<file path="src/rtl/dmem_port_arbiter_if.sv">
// Two-requester data-memory bus plus the shared Data_Memory side.
// slave = arbiter view, master = requesters/memory view.
interface dmem_port_arbiter_if #(
   parameter int ADDR_W = 32,
   parameter int DATA_W = 32
);
   logic              req0, we0, gnt0, rvalid0;
   logic [ADDR_W-1:0] addr0;
   logic [DATA_W-1:0] wdata0, rdata0;
   logic              req1, we1, gnt1, rvalid1;
   logic [ADDR_W-1:0] addr1;
   logic [DATA_W-1:0] wdata1, rdata1;
   logic              mem_we;
   logic [ADDR_W-1:0] mem_addr;
   logic [DATA_W-1:0] mem_wd, mem_rd;
   logic              busy;

   modport slave (
      input  req0, we0, addr0, wdata0, req1, we1, addr1, wdata1, mem_rd,
      output gnt0, rvalid0, rdata0, gnt1, rvalid1, rdata1,
             mem_we, mem_addr, mem_wd, busy
   );

   modport master (
      output req0, we0, addr0, wdata0, req1, we1, addr1, wdata1, mem_rd,
      input  gnt0, rvalid0, rdata0, gnt1, rvalid1, rdata1,
             mem_we, mem_addr, mem_wd, busy
   );
endinterface

</file>
<file path="src/rtl/dmem_port_arbiter.sv">
// Shares one data-memory port between core (port 0) and debug loader (port 1): ACCEPT -> ISSUE -> read return.
// Define ARB_CORE_PRIO_EN for fixed priority to port 0 instead of round-robin.
module dmem_port_arbiter #(
   parameter int ADDR_W = 32,
   parameter int DATA_W = 32
) (
   input  logic               clk,
   input  logic               reset,
   dmem_port_arbiter_if.slave bus
);
   localparam int NP = 2;

   typedef struct packed {
      logic              port;
      logic              we;
      logic [ADDR_W-1:0] addr;
      logic [DATA_W-1:0] wdata;
   } cmd_t;

   logic [NP-1:0]             req, gnt;
   cmd_t [NP-1:0]             cand;
   cmd_t                      cmd_q, cmd_d;
   logic                      cmd_vld_q, cmd_vld_d;
   logic [NP-1:0]             rvalid_q, rvalid_d;
   logic [NP-1:0][DATA_W-1:0] rdata_q, rdata_d;

   assign req     = {bus.req1, bus.req0};
   assign cand[0] = '{port: 1'b0, we: bus.we0, addr: bus.addr0, wdata: bus.wdata0};
   assign cand[1] = '{port: 1'b1, we: bus.we1, addr: bus.addr1, wdata: bus.wdata1};

   // Grants are combinational but forced low while reset is held.
`ifdef ARB_CORE_PRIO_EN
   always_comb begin
      gnt = '0;
      if (reset) begin
         if (req[0])      gnt[0] = 1'b1;
         else if (req[1]) gnt[1] = 1'b1;
      end
   end
`else
   logic rr_ptr_q, rr_ptr_d;

   always_comb begin
      gnt = '0;
      if (reset) begin
         if (req[0] && (!req[1] || !rr_ptr_q)) gnt[0] = 1'b1;
         else if (req[1])                      gnt[1] = 1'b1;
      end
      rr_ptr_d = rr_ptr_q;
      if (gnt[0])      rr_ptr_d = 1'b1;
      else if (gnt[1]) rr_ptr_d = 1'b0;
   end

   always_ff @(posedge clk or negedge reset) begin
      if (!reset) rr_ptr_q <= 1'b0;
      else        rr_ptr_q <= rr_ptr_d;
   end
`endif

   // Command register keeps addr/wdata when idle so the memory bus does not glitch.
   always_comb begin
      cmd_vld_d = |gnt;
      cmd_d     = cmd_q;
      if (gnt[1])      cmd_d = cand[1];
      else if (gnt[0]) cmd_d = cand[0];
      for (int i = 0; i < NP; i++) begin
         rvalid_d[i] = cmd_vld_q && !cmd_q.we && (int'(cmd_q.port) == i);
         rdata_d[i]  = rvalid_d[i] ? bus.mem_rd : rdata_q[i];
      end
   end

   always_ff @(posedge clk or negedge reset) begin
      if (!reset) begin
         cmd_vld_q <= 1'b0;
         cmd_q     <= '0;
         rvalid_q  <= '0;
         rdata_q   <= '0;
      end else begin
         cmd_vld_q <= cmd_vld_d;
         cmd_q     <= cmd_d;
         rvalid_q  <= rvalid_d;
         rdata_q   <= rdata_d;
      end
   end

   assign bus.gnt0     = gnt[0];
   assign bus.gnt1     = gnt[1];
   assign bus.rvalid0  = rvalid_q[0];
   assign bus.rvalid1  = rvalid_q[1];
   assign bus.rdata0   = rdata_q[0];
   assign bus.rdata1   = rdata_q[1];
   assign bus.mem_we   = cmd_vld_q & cmd_q.we;
   assign bus.mem_addr = cmd_q.addr;
   assign bus.mem_wd   = cmd_q.wdata;
   assign bus.busy     = cmd_vld_q;
endmodule

</file>
<file path="src/flat_wrapper.sv">
// flat-port wrapper written by rule: the top's interface ports become plain ports
module dmem_port_arbiter_flat 
#(
   parameter int ADDR_W = 32,
   parameter int DATA_W = 32
)
  (clk, reset, bus_req0, bus_we0, bus_addr0, bus_wdata0, bus_req1, bus_we1, bus_addr1, bus_wdata1, bus_mem_rd, bus_gnt0, bus_rvalid0, bus_rdata0, bus_gnt1, bus_rvalid1, bus_rdata1, bus_mem_we, bus_mem_addr, bus_mem_wd, bus_busy);
  dmem_port_arbiter_if #(.ADDR_W(ADDR_W), .DATA_W(DATA_W)) bus_i ();
  input  logic clk;
  input  logic reset;
  input wire logic [$bits(bus_i.req0)-1:0] bus_req0;
  input wire logic [$bits(bus_i.we0)-1:0] bus_we0;
  input wire logic [$bits(bus_i.addr0)-1:0] bus_addr0;
  input wire logic [$bits(bus_i.wdata0)-1:0] bus_wdata0;
  input wire logic [$bits(bus_i.req1)-1:0] bus_req1;
  input wire logic [$bits(bus_i.we1)-1:0] bus_we1;
  input wire logic [$bits(bus_i.addr1)-1:0] bus_addr1;
  input wire logic [$bits(bus_i.wdata1)-1:0] bus_wdata1;
  input wire logic [$bits(bus_i.mem_rd)-1:0] bus_mem_rd;
  output wire logic [$bits(bus_i.gnt0)-1:0] bus_gnt0;
  output wire logic [$bits(bus_i.rvalid0)-1:0] bus_rvalid0;
  output wire logic [$bits(bus_i.rdata0)-1:0] bus_rdata0;
  output wire logic [$bits(bus_i.gnt1)-1:0] bus_gnt1;
  output wire logic [$bits(bus_i.rvalid1)-1:0] bus_rvalid1;
  output wire logic [$bits(bus_i.rdata1)-1:0] bus_rdata1;
  output wire logic [$bits(bus_i.mem_we)-1:0] bus_mem_we;
  output wire logic [$bits(bus_i.mem_addr)-1:0] bus_mem_addr;
  output wire logic [$bits(bus_i.mem_wd)-1:0] bus_mem_wd;
  output wire logic [$bits(bus_i.busy)-1:0] bus_busy;
  assign bus_i.req0 = bus_req0;
  assign bus_i.we0 = bus_we0;
  assign bus_i.addr0 = bus_addr0;
  assign bus_i.wdata0 = bus_wdata0;
  assign bus_i.req1 = bus_req1;
  assign bus_i.we1 = bus_we1;
  assign bus_i.addr1 = bus_addr1;
  assign bus_i.wdata1 = bus_wdata1;
  assign bus_i.mem_rd = bus_mem_rd;
  assign bus_gnt0 = bus_i.gnt0;
  assign bus_rvalid0 = bus_i.rvalid0;
  assign bus_rdata0 = bus_i.rdata0;
  assign bus_gnt1 = bus_i.gnt1;
  assign bus_rvalid1 = bus_i.rvalid1;
  assign bus_rdata1 = bus_i.rdata1;
  assign bus_mem_we = bus_i.mem_we;
  assign bus_mem_addr = bus_i.mem_addr;
  assign bus_mem_wd = bus_i.mem_wd;
  assign bus_busy = bus_i.busy;
  dmem_port_arbiter #(.ADDR_W(ADDR_W), .DATA_W(DATA_W)) u_core (.clk(clk), .reset(reset), .bus(bus_i));
endmodule
</file>
<file path="config.mk">
export PLATFORM = sky130hd
export DESIGN_NAME = dmem_port_arbiter_flat
export DESIGN_NICKNAME = d
export VERILOG_FILES = /design/src/rtl/dmem_port_arbiter_if.sv /design/src/rtl/dmem_port_arbiter.sv /design/src/flat_wrapper.sv
export SDC_FILE = /design/constraint.sdc
export NUM_CORES = 1
export LEC_CHECK = 0
export ABC_CLOCK_PERIOD_IN_PS = 1400
export CAP_MARGIN = 10
export CORE_MARGIN = 10
export CORE_UTILIZATION = 35
export CTS_CLUSTER_SIZE = 16
export DETAILED_ROUTE_END_ITERATION = 16
export DONT_BUFFER_PORTS = 1
export MAX_ROUTING_LAYER = met4
export PLACE_DENSITY_LB_ADDON = 0.3
export SKIP_LAST_GASP = 1
export SYNTH_ARGS = -nofsm -noshare
export SYNTH_HDL_FRONTEND = slang
export SYNTH_SLANG_ARGS = --single-unit
</file>
<file path="constraint.sdc">
create_clock -name clk -period 1.4 [get_ports clk]
set_input_delay 0.21 -clock clk [delete_from_list [all_inputs] [get_ports clk]]
set_output_delay 0.21 -clock clk [all_outputs]
set_load 0.02 [all_outputs]
</file>
==> metrics, run 1 <==
clock buffers created by TritonCTS 17; ranking of synthesized cells by area dfrtp_1 (53%), mux2_2 (11%), buf_4 (9.0%), a31oi_1 (6.5%), nand3_1 (5.2%); Syn Inst Count slightly below 600; FP Rows 48; clk sinks 134; dominant cell type by area after synthesis dfrtp_1; Place WS -23.1 ps; Initial Utilization 0.360; # resized after CTS 31; Die H 154 um; status did not finish; YS warnings 0; Die Width between 150 and 200 um; Mean Syn Cell Area 10.7 sq um; synth unique cells 23; Failed at 4_1_cts; synthesized area 6270 sq um; clock tree buffer depth 2; Port Buf Inserts 0; Placed Area 6020 sq um; global placement routability congestion 0.828; H-tree Lvls 4; Setup Buffers After CTS 11; synthesized flop and latch total 134; CTS root buffer clkbuf_16; Syn Nets 753; top cell type's share of synthesized area 0.535; Placed Cells incl. Taps approximately 720; error msg [ERROR RSZ-0060] Max buffer count reached.; post-detail-place hpwl 13.6 mm; post-cts hold buffer count 154; num ports 300; Seq/Total Area, Yosys 0.535
cell usage after synthesis:
cell type and n:
mux2_1 1, nor3b_4 1, o22ai_1 1, a31oi_1 65, clkbuf_1 13, buf_6 8, nand3b_2 1, o21ai_0 61
buf_4 75, a21oi_1 1, nand3_1 65, o21ai_1 5, clkbuf_2 1, buf_2 16, dfrtp_1 134, nand2b_1 1
inv_1 2, nand2_1 3, nor2_1 66, o21a_1 1, mux2_2 63, nor2b_4 1, and2_1 2
kinds of logic after synthesis:
| group | count (synthesis) | synth area share |
|---|---|---|
| simple gates | 140 | 0.103 |
| compound gates | 134 | 0.121 |
| flops | 134 | 0.535 |
| buf+inv | 115 | 0.127 |
| mux | 64 | 0.115 |
stage by stage:
stage               hold slack (ps)  utilization  TNS (ps)
detailed placement            -81.0        0.346      -253
global placement              -81.3        0.346         0
floorplan                     -85.6            -         0
==> run 2, diff against run 1 <==
- ABC_CLOCK_PERIOD_IN_PS: 1400 -> 1800
- CORE_UTILIZATION: 35 -> 20
- CTS_CLUSTER_SIZE: 16 -> unset
- MAX_ROUTING_LAYER: met4 -> unset
- PLACE_DENSITY_LB_ADDON: 0.3 -> 0.15
- clock period: 1.4 -> 1.8 ns (I/O delays scaled with it)
==> run 2 against run 1 <==
Compared with the run above:
- the flow now finishes, with violations (negative hold slack)
- synthesized cell count unchanged
- area after synthesis unchanged
==> metrics, run 2 <==
Slew @ Worst Pin 575 ps; Critical Path AT 1450 ps; num ports 300 (unchanged); routed len/inst 20.6 um; Detail Route Antenna Nets 0; P per Cell Area 1310 nW/um^2; clk sinks 134 (unchanged); commonest non-fill, non-tap cell in the layout dfrtp_1; CTS root buffer clkbuf_16; global placement routability congestion 0.754 (-8.9%); Worst VDD drop 0.577 mV; top_reg_cell synth dfrtp_1; most common cell in the netlist dfrtp_1; Async S/R FF share, synth 1.00 (unchanged); drt pass-1 iters 5; first-pass GRT wire length 31.2 mm; FP Rows 64 (+33%); core area between 30000 and 40000 sq um; Setup CP Type flop to output port; Setup crit end kind output port; post-detail-place hpwl 14.6 mm (+7.9%); Die Width 197 um (+28%); post-cts hold buffer count 109 (-29%); Post-Route Skew 6.64 ps; Seq/Total Area, Yosys 0.535 (unchanged); Fmax 0.581 GHz; clock buffers created by TritonCTS 17 (unchanged); post-layout util 0.259; Setup TNS 0 ps; synthesized flop and latch total 134 (unchanged); dominant cell type by area after synthesis dfrtp_1; Worst-Skew Late Latency 410 ps; EDFF count, synth 0 (unchanged); vias in the first global route 4867; total global-route track usage 0.105; Initial Utilization 0.204 (-0.156); Max Slew Vio Count 0; H-tree Lvls 4 (unchanged); Crit path required time 1530 ps; ranking of synthesized cells by area dfrtp_1 (53%), mux2_2 (11%), buf_4 (9.0%), a31oi_1 (6.5%), nand3_1 (5.2%); crit-path max FO 25; initial antenna violation count 3; Mean Syn Cell Area 10.7 sq um (unchanged); clock tree buffer depth 2 (unchanged); area delta synth->final 27.2%; Syn Nets 753 (unchanged); final hold slack -452 ps; Die H 197 um (+28%); Placed Area 6210 sq um (+3.0%); synth unique cells 23 (unchanged); DRT iter0 DRCs 141; Post-synth top cells dfrtp_1 (134), buf_4 (75), nor2_1 (66); minimum clock period 1720 ps; Port Buf Inserts 0 (unchanged); post-route cell area 7980 sq um; largest net degree at the start of global routing roughly 140; DIE AREA 38800 sq um; RSZ-0062 raised after global routing true; DR vias/cell approximately 4.4; Nets 788; top cell type's share of synthesized area 0.535 (unchanged); Worst Hold Class primary input to asynchronous set/reset pin; remaining global-route overflow 0; Syn Inst Count 587 (unchanged); layout cells sized above 1 0.192; Leak 0.00308 uW; YS warnings 0 (unchanged); CTS tree yes; Vias 4552; commonest cells after routing, fill and taps aside dfrtp_1 (133), dlygate4sd3_1 (109), nor2_1 (66); WL final between 20 and 25 mm; max_cap viols 0; drt drc 0; Final Hold Fails 134; status complete, but fails checks; failing checks negative hold slack; Startpoint Class flop; synthesized area 6270 sq um (unchanged); clock slew at reported path FFs around 60 ps; Tcrit/Tclk final 0.957; final setup fails 0; Rel. slew slack 0.618
## run 2: final cells by class
type | instances | area (sq um)
Timing Repair Buffer | 129 | 1410
Clock inverter | 13 | 126
Fill cell | 3223 | 22800
Inverter | 2 | 7.51
Multi-Input combinational cell | 338 | 2140
Clock buffer | 19 | 443
Tap cell | 396 | 495
Sequential cell | 134 | 3350
Antenna cell | 1 | 2.50
## run 2: repair_timing
item	4_1_cts	5_1_grt
endpoints found under the setup margin	0	21
resized for setup	0	5
hold endpoints to repair	251	134
buffers inserted	0	2
## run 2: critical path: stages, from the launching register on
cell	delay, ps
dfrtp_2	440
nor2b_4	180
buf_12	180
nor2_1	60
buf_4	150
## run 2: report_power, final
| group | switching (uW) | internal, uW |
|---|---|---|
| combinational | 643 | 923 |
| clock | 1450 | 1960 |
| sequential | 1680 | 3790 |
| total | 3770 | 6670 |
## run 2: worst paths after layout
path	endpoint	slack, ps	from	cells past startpoint
min in group clk	u_core.bus.mem_wd[16]	30	bus_wdata1[16]	2
max	bus_gnt1	80	u_core.rr_ptr_q	4
max in group asynchronous	u_core.rr_ptr_q	2000	reset	0
min reg2reg	u_core.rr_ptr_q	560	u_core.rr_ptr_q	1
min	u_core.bus.rdata1[23]	-450	reset	0
max reg2reg	u_core.bus.mem_wd[17]	90	u_core.rr_ptr_q	5
## run 2: through the flow
step | total power (uW) | hold slack, ps | std cells | setup WS, ps
6_report | 10400 | -452 | 1032 | 77.9
5_1_grt | 11000 | -488 | 1032 | -24.3
4_1_cts | 10600 | -487 | 1026 | 13.9
3_5_place_dp | 6800 | -21.1 | 885 | 333
3_3_place_gp | 6770 | -20.6 | 885 | 296
2_1_floorplan | 6540 | -25.6 | 587 | 298
## run 2: logic make-up (layout without fill, tap and decap cells)
logic type | Yosys count | after routing | synth area share
compound gates | 134 | 134 | 0.121
buf+inv | 115 | 163 | 0.127
flops | 134 | 134 | 0.535
mux | 64 | 64 | 0.115
other cells | 0 | 1 | 0
simple gates | 140 | 140 | 0.103
## run 2: metal layers
layer	GRT usage	up-vias	part of all wire
li1	-	2080	-
met1	0.125	2229	0.41
met2	0.161	228	0.47
met3	0.0540	13	0.11
met4	0.0305	2	0.010
met5	0	-	0.00033
No activity file was read; power rests on OpenSTA's default activity.
==> run 3, diff against run 2 <==
- HOLD_SLACK_MARGIN: unset -> 0.08
==> run 3 against run 2 <==
Compared with the run above:
- the run still ends with negative hold slack left
- critical path type is now flop to flop
- clock-buffer cell count unchanged
- clock power barely moved
- sequential share of layout area shrank 2.6 points
==> metrics, run 3 (synthesized netlist as in run 2, its figures left out) <==
failing checks negative hold slack; Post-Route Skew 8.05 ps (+1.41 ps); minimum clock period 1750 ps (+24.5 ps); CTS root buffer clkbuf_16; crit-path leading delay family buffers and inverters; Slew @ Worst Pin 556 ps (-19.1 ps); Placed Cells incl. Taps 885 (unchanged); max_cap viols 0 (unchanged); Worst Hold Class primary input to asynchronous set/reset pin; DR vias/cell 4.49 (+1.8%); CTS tree yes; Setup crit end kind flop; initial antenna violation count 4 (+1); RSZ-0062 raised after global routing true; Rel. slew slack 0.631 (+0.0127); Leak 0.00329 uW (+6.9%); clock buffers created by TritonCTS 17 (unchanged); clock slew at reported path FFs 60 ps (about the same); R2R Path End u_core.bus.mem_wd[30]; commonest cells after routing, fill and taps aside dlygate4sd3_1 (161), dfrtp_1 (133), nor2_1 (66); total global-route track usage 0.107 (+0.00254); WL final 22.0 mm (+3.4%); Psw 3800 uW (+1.0%); commonest non-fill, non-tap cell in the layout dlygate4sd3_1; Clk pwr share 0.322 (-0.004); Reg2Reg Depth 5 (unchanged); Initial Utilization 0.204 (unchanged); FP Rows 64 (unchanged); area delta synth->final 35.6%; core area 30700 sq um (unchanged); Nets 840 (+6.6%); Crit path required time 2150 ps (+620 ps); r2r startpoint u_core.rr_ptr_q; Setup TNS 0 ps (unchanged); layout cells sized above 1 0.178 (-0.0145); clock tree buffer depth 2 (unchanged); final setup fails 0 (unchanged); final std cells w/o fill 1085 (+5.1%); routed len/inst 20.3 um (-1.7%); Die H 197 um (unchanged); crit-path max FO 25 (unchanged); Worst VDD drop 0.577 mV (about the same); drt drc 0 (unchanged); num ports 300 (unchanged); Max Slew Vio Count 0 (unchanged); switching fraction of total power 0.359 (-0.00159); crit-path cells nor2b_4 -> buf_12 -> o21ai_0 -> a31oi_1 -> dlygate4sd3_1; remaining global-route overflow 0 (unchanged); post-cts hold buffer count 161 (+48%); P per Cell Area 1250 nW/um^2 (-4.8%); Tcrit/Tclk final 0.970 (+0.0136); R2R setup slack 50 ps (-40 ps); largest net degree at the start of global routing 139 (unchanged); status complete, but fails checks; clk sinks 134 (unchanged); DRT iter0 DRCs 196 (+39%); Fmax 0.573 GHz (-1.4%); vias in the first global route 5162 (+6.1%); Port Buf Inserts 0 (unchanged); slowest cell on the critical path dlygate4sd3_1; H-tree Lvls 4 (unchanged); Vias 4874 (+7.1%); Flop pwr share 0.516 (-0.008); Startpoint Class flop; Worst-Skew Late Latency 420 ps (about the same); Final Hold Fails 134 (unchanged); Die Width 197 um (unchanged); DIE AREA 38800 sq um (unchanged); global placement routability congestion 0.754 (unchanged); Detail Route Antenna Nets 0 (unchanged); final hold slack -452 ps (-0.112 ps); Internal 6790 uW (+1.7%); drt pass-1 iters 8 (+3); Logic pwr share 0.162 (+0.012); Critical Path AT 2090 ps (+640 ps); CP bufs+invs 2 (unchanged); Setup CP Type flop to flop; Fill cells 3176 (-1.5%); first-pass GRT wire length 32.0 mm (+2.7%); crit-path max cell delay 560 ps (+120 ps); post-detail-place hpwl 14.6 mm (unchanged)
-- run 3: changes by cell type in the layout (fill, tap and decap cells not counted) --
cell           previous run  this run
diode_2                   1         2
buf_12                    8         9
dlygate4sd3_1           109       161
buf_8                     1         0
-- run 3: area by class of cell --
class                   count  area, sq um  area share
well taps                 396          495      0.0583
repair buffers            181         1930       0.227
clock buffers              19          443      0.0521
clock inverters            13          126      0.0149
flip-flops and latches    134         3350       0.394
multi-input cells         338         2140       0.252
inverters                   2         7.51    0.000883
diodes                      2         5.00    0.000588
-- run 3: worst max path at each step --
stage	depth (start not counted)	to	startpoint	slack (ps)
final	5	u_core.bus.mem_wd[30]	u_core.rr_ptr_q	50
after global routing	5	u_core.bus.mem_wd[31]	u_core.rr_ptr_q	-30
after CTS	4	bus_gnt1	u_core.rr_ptr_q	10
after detailed placement	4	u_core.cmd_q[64]	u_core.rr_ptr_q	330
after global placement	3	u_core.cmd_q[64]	reset	300
after floorplan	3	u_core.bus.rdata0[12]	u_core.bus.busy	300
-- run 3: power groups by stage --
stage               Combinational (uW)  Clock (uW)  Sequential (uW)
finish                            1720        3410             5470
global route                      1910        3660             5600
detailed placement                1250           0             5550
CTS                               1630        3560             5500
global placement                  1190           0             5580
floorplan                         1610           0             4930
-- run 3: routing by layer --
metal	part of all wire	global-route usage
met1	0.41	0.128
met2	0.46	0.166
met3	0.11	0.0499
met4	0.026	0.0393
met5	0.00055	0
-- run 3: repair_timing --
item	in CTS	in global routing
buffers inserted	0	2
hold endpoints to repair	264	134
setup endpoints to repair	0	37
resized for setup	0	6
-- run 3: stage by stage --
| stage | cell area [sq um] | total power [uW] | worst slack, ps | utilization | hold slack (ps) |
|---|---|---|---|---|---|
| 2_1_floorplan | 6270 | 6540 | 298 | - | -25.6 |
| 3_3_place_gp | 6210 | 6770 | 296 | 0.202 | -20.6 |
| 3_5_place_dp | 6210 | 6800 | 333 | 0.202 | -21.1 |
| 4_1_cts | 8390 | 10700 | 13.9 | 0.273 | -487 |
| 5_1_grt | 8500 | 11200 | -29.5 | 0.277 | -488 |
| 6_report | 8500 | 10600 | 53.4 | 0.277 | -452 |
==> run 4, diff against run 3 <==
--- a/config.mk
+++ b/config.mk
@@ -15,2 +15,3 @@
 export PLACE_DENSITY_LB_ADDON = 0.15
+export REMOVE_ABC_BUFFERS = 1
 export SKIP_LAST_GASP = 1
--- a/constraint.sdc
+++ b/constraint.sdc
@@ -3,2 +3,2 @@
 set_output_delay 0.27 -clock clk [all_outputs]
-set_load 0.02 [all_outputs]
+set_load 0.05 [all_outputs]
==> run 4 against run 3 <==
Compared with the run above:
- utilization rose by 0.26 points
- non-clock buffer count up 5
- global-route usage about the same
- register-to-register slack improved by 310 ps
- critical path depth decreased by 1
- clock power up 11%
- largest cell class unchanged
- clock skew shrank 1.5 ps
- maximum frequency increased by 2.3%
- clock-buffer cell count increased by 1
- the flow still finishes with violations (negative hold slack)
- combinational power shrank 5%
- sequential power increased by 32%
==> metrics, run 4 (synthesized netlist as in run 2, its figures left out) <==
Crit path required time 1530 ps (-620 ps); Slew @ Worst Pin 619 ps (+62.6 ps); commonest cells after routing, fill and taps aside dlygate4sd3_1 (162), dfrtp_1 (133), nor2_1 (66); crit-path max cell delay 440 ps (-120 ps); Placed Cells incl. Taps 891 (+0.68%); Die Width 197 um (unchanged); Worst-Skew Late Latency 420 ps (about the same); crit-path max FO 17 (-32%); initial antenna violation count 1 (-3); slowest cell on the critical path dfrtp_2; Nets 845 (+0.60%); remaining global-route overflow 0 (unchanged); failing checks negative hold slack; total global-route track usage 0.107 (-0.000299); final std cells w/o fill 1088 (+0.28%); max_cap viols 0 (unchanged); clock tree buffer depth 2 (unchanged); Leak 0.00335 uW (+1.9%); status complete, but fails checks; post-route cell area 8580 sq um (+0.93%); Fmax 0.586 GHz (+2.3%); FP Rows 64 (unchanged); Critical Path AT 1440 ps (-650 ps); core area 30700 sq um (unchanged); num ports 300 (unchanged); Port Buf Inserts 0 (unchanged); H-tree Lvls 4 (unchanged); first-pass GRT wire length 31.8 mm (-0.82%); ANT cells 0 (-2); Post-Route Skew 6.57 ps (-1.48 ps); post-detail-place hpwl 14.4 mm (-1.6%); post-cts hold buffer count 162 (+0.62%); Placed Area 6250 sq um (+0.73%); Setup crit end kind output port; CTS tree yes; P per Cell Area 1480 nW/um^2 (+18%); area delta synth->final 36.9%; CTS root buffer clkbuf_16; Initial Utilization 0.204 (unchanged); largest net degree at the start of global routing 139 (unchanged); post-layout util 0.279 (+0.00256); DRT iter0 DRCs 210 (+7.1%); Multi-input gate area 2140 sq um (-0.23%); Startpoint Class flop; minimum clock period 1710 ps (-39.8 ps); Worst Hold Class primary input to asynchronous set/reset pin; Fill cells 3182 (+0.19%); Clk pwr share 0.300 (-0.022); DIE AREA 38800 sq um (unchanged); Tcrit/Tclk final 0.948 (-0.0221); FF/Latch Area 3350 sq um (unchanged); DR vias/cell 4.43 (-1.4%); final setup fails 0 (unchanged); Place WS 318 ps (-14.9 ps); switching fraction of total power 0.440 (+0.0808); final worst slack 93.2 ps (+39.8 ps); Rel. slew slack 0.588 (-0.0429); drt pass-1 iters 6 (-2); Internal 7090 uW (+4.5%); Die H 197 um (unchanged); Setup CP Type flop to output port; Final Hold Fails 134 (unchanged); RSZ-0062 raised after global routing false; Max Slew Vio Count 0 (unchanged); vias in the first global route 5191 (+0.56%); clk sinks 134 (unchanged); global placement routability congestion 0.775 (+2.7%); routed len/inst 19.5 um (-4.1%); Detail Route Antenna Nets 0 (unchanged); Worst VDD drop 0.596 mV (+3.3%); Flop pwr share 0.571 (+0.055); WL final 21.2 mm (-3.8%); layout cells sized above 1 0.182 (+0.00450); clock slew at reported path FFs 60 ps (about the same); drt drc 0 (unchanged); Vias 4817 (-1.2%); commonest non-fill, non-tap cell in the layout dlygate4sd3_1; Psw 5570 uW (+46%); Logic pwr share 0.129 (-0.033); crit-path cells nor2b_4 -> buf_12 -> nor2_1 -> buf_6; final hold slack -447 ps (+4.73 ps); clock buffers created by TritonCTS 17 (unchanged)
-- run 4: changes by cell type in the layout (fill, tap and decap cells not counted), sizes merged --
cell,before,now
bufinv,1,4
diode,2,0
bufbuf,0,2
clkinvlp,1,2
inv,4,2
buf,17,22
clkinv,9,6
dlygate4sd3,161,162
clkbuf,22,20
-- run 4: what timing repair did --
action | in CTS | in global routing
gates cloned | 2 | 0
pin swaps | 0 | 0
endpoints found under the hold margin | 264 | 134
resized for setup | 0 | 2
setup endpoints to repair | 1 | 1
setup buffers | 1 | 0
-- run 4: worst max-delay path: cells and delay by family (launching register included) --
family / cells / cell delay (ps)
buf+inv: 2 / 350
flops: 1 / 440
simple gates: 2 / 230
-- run 4: metal layers --
layer  vias up  GRT usage  part of all wire
met3        24     0.0586              0.13
met2       294      0.170              0.46
li1       2195          -                 -
met1      2302      0.116              0.39
met4         2     0.0453             0.021
met5         -          0           0.00061
-- run 4: metrics by stage --
step	power (uW)	TNS [ps]
floorplan	7970	-81670
global placement	8590	0
detailed placement	8600	0
CTS	12900	0
global route	13200	0
finish	12700	0
-- run 4: layout make-up --
cell class                      instances  share of cell area
Multi-Input combinational cell        338               0.249
Clock inverter                         12              0.0206
Sequential cell                       134               0.391
Tap cell                              396              0.0577
Clock buffer                           20              0.0532
Timing Repair Buffer                  186               0.228
Inverter                                2            0.000875
-- run 4: path summary, 6_finish.rpt --
check / startpoint / endpoint / slack (ps) / depth (start not counted)
setup reg to reg: u_core.rr_ptr_q / u_core.bus.mem_wd[19] / 360 / 5
setup / recovery: u_core.rr_ptr_q / bus_gnt1 / 90 / 4
hold / removal: reset / u_core.bus.rdata0[18] / -450 / 0
min in group clk: bus_addr0[28] / u_core.bus.mem_addr[28] / 150 / 2
hold reg to reg: u_core.rr_ptr_q / u_core.rr_ptr_q / 540 / 1
max in group asynchronous: reset / u_core.rr_ptr_q / 1890 / 0
-- run 4: power groups by stage --
stage / clock network, uW / logic (uW) / registers (uW)
finish: 3800 / 1630 / 7240
global route: 4050 / 1800 / 7370
detailed placement: 0 / 1280 / 7320
floorplan: 0 / 966 / 7000
CTS: 3940 / 1650 / 7270
global placement: 0 / 1230 / 7360
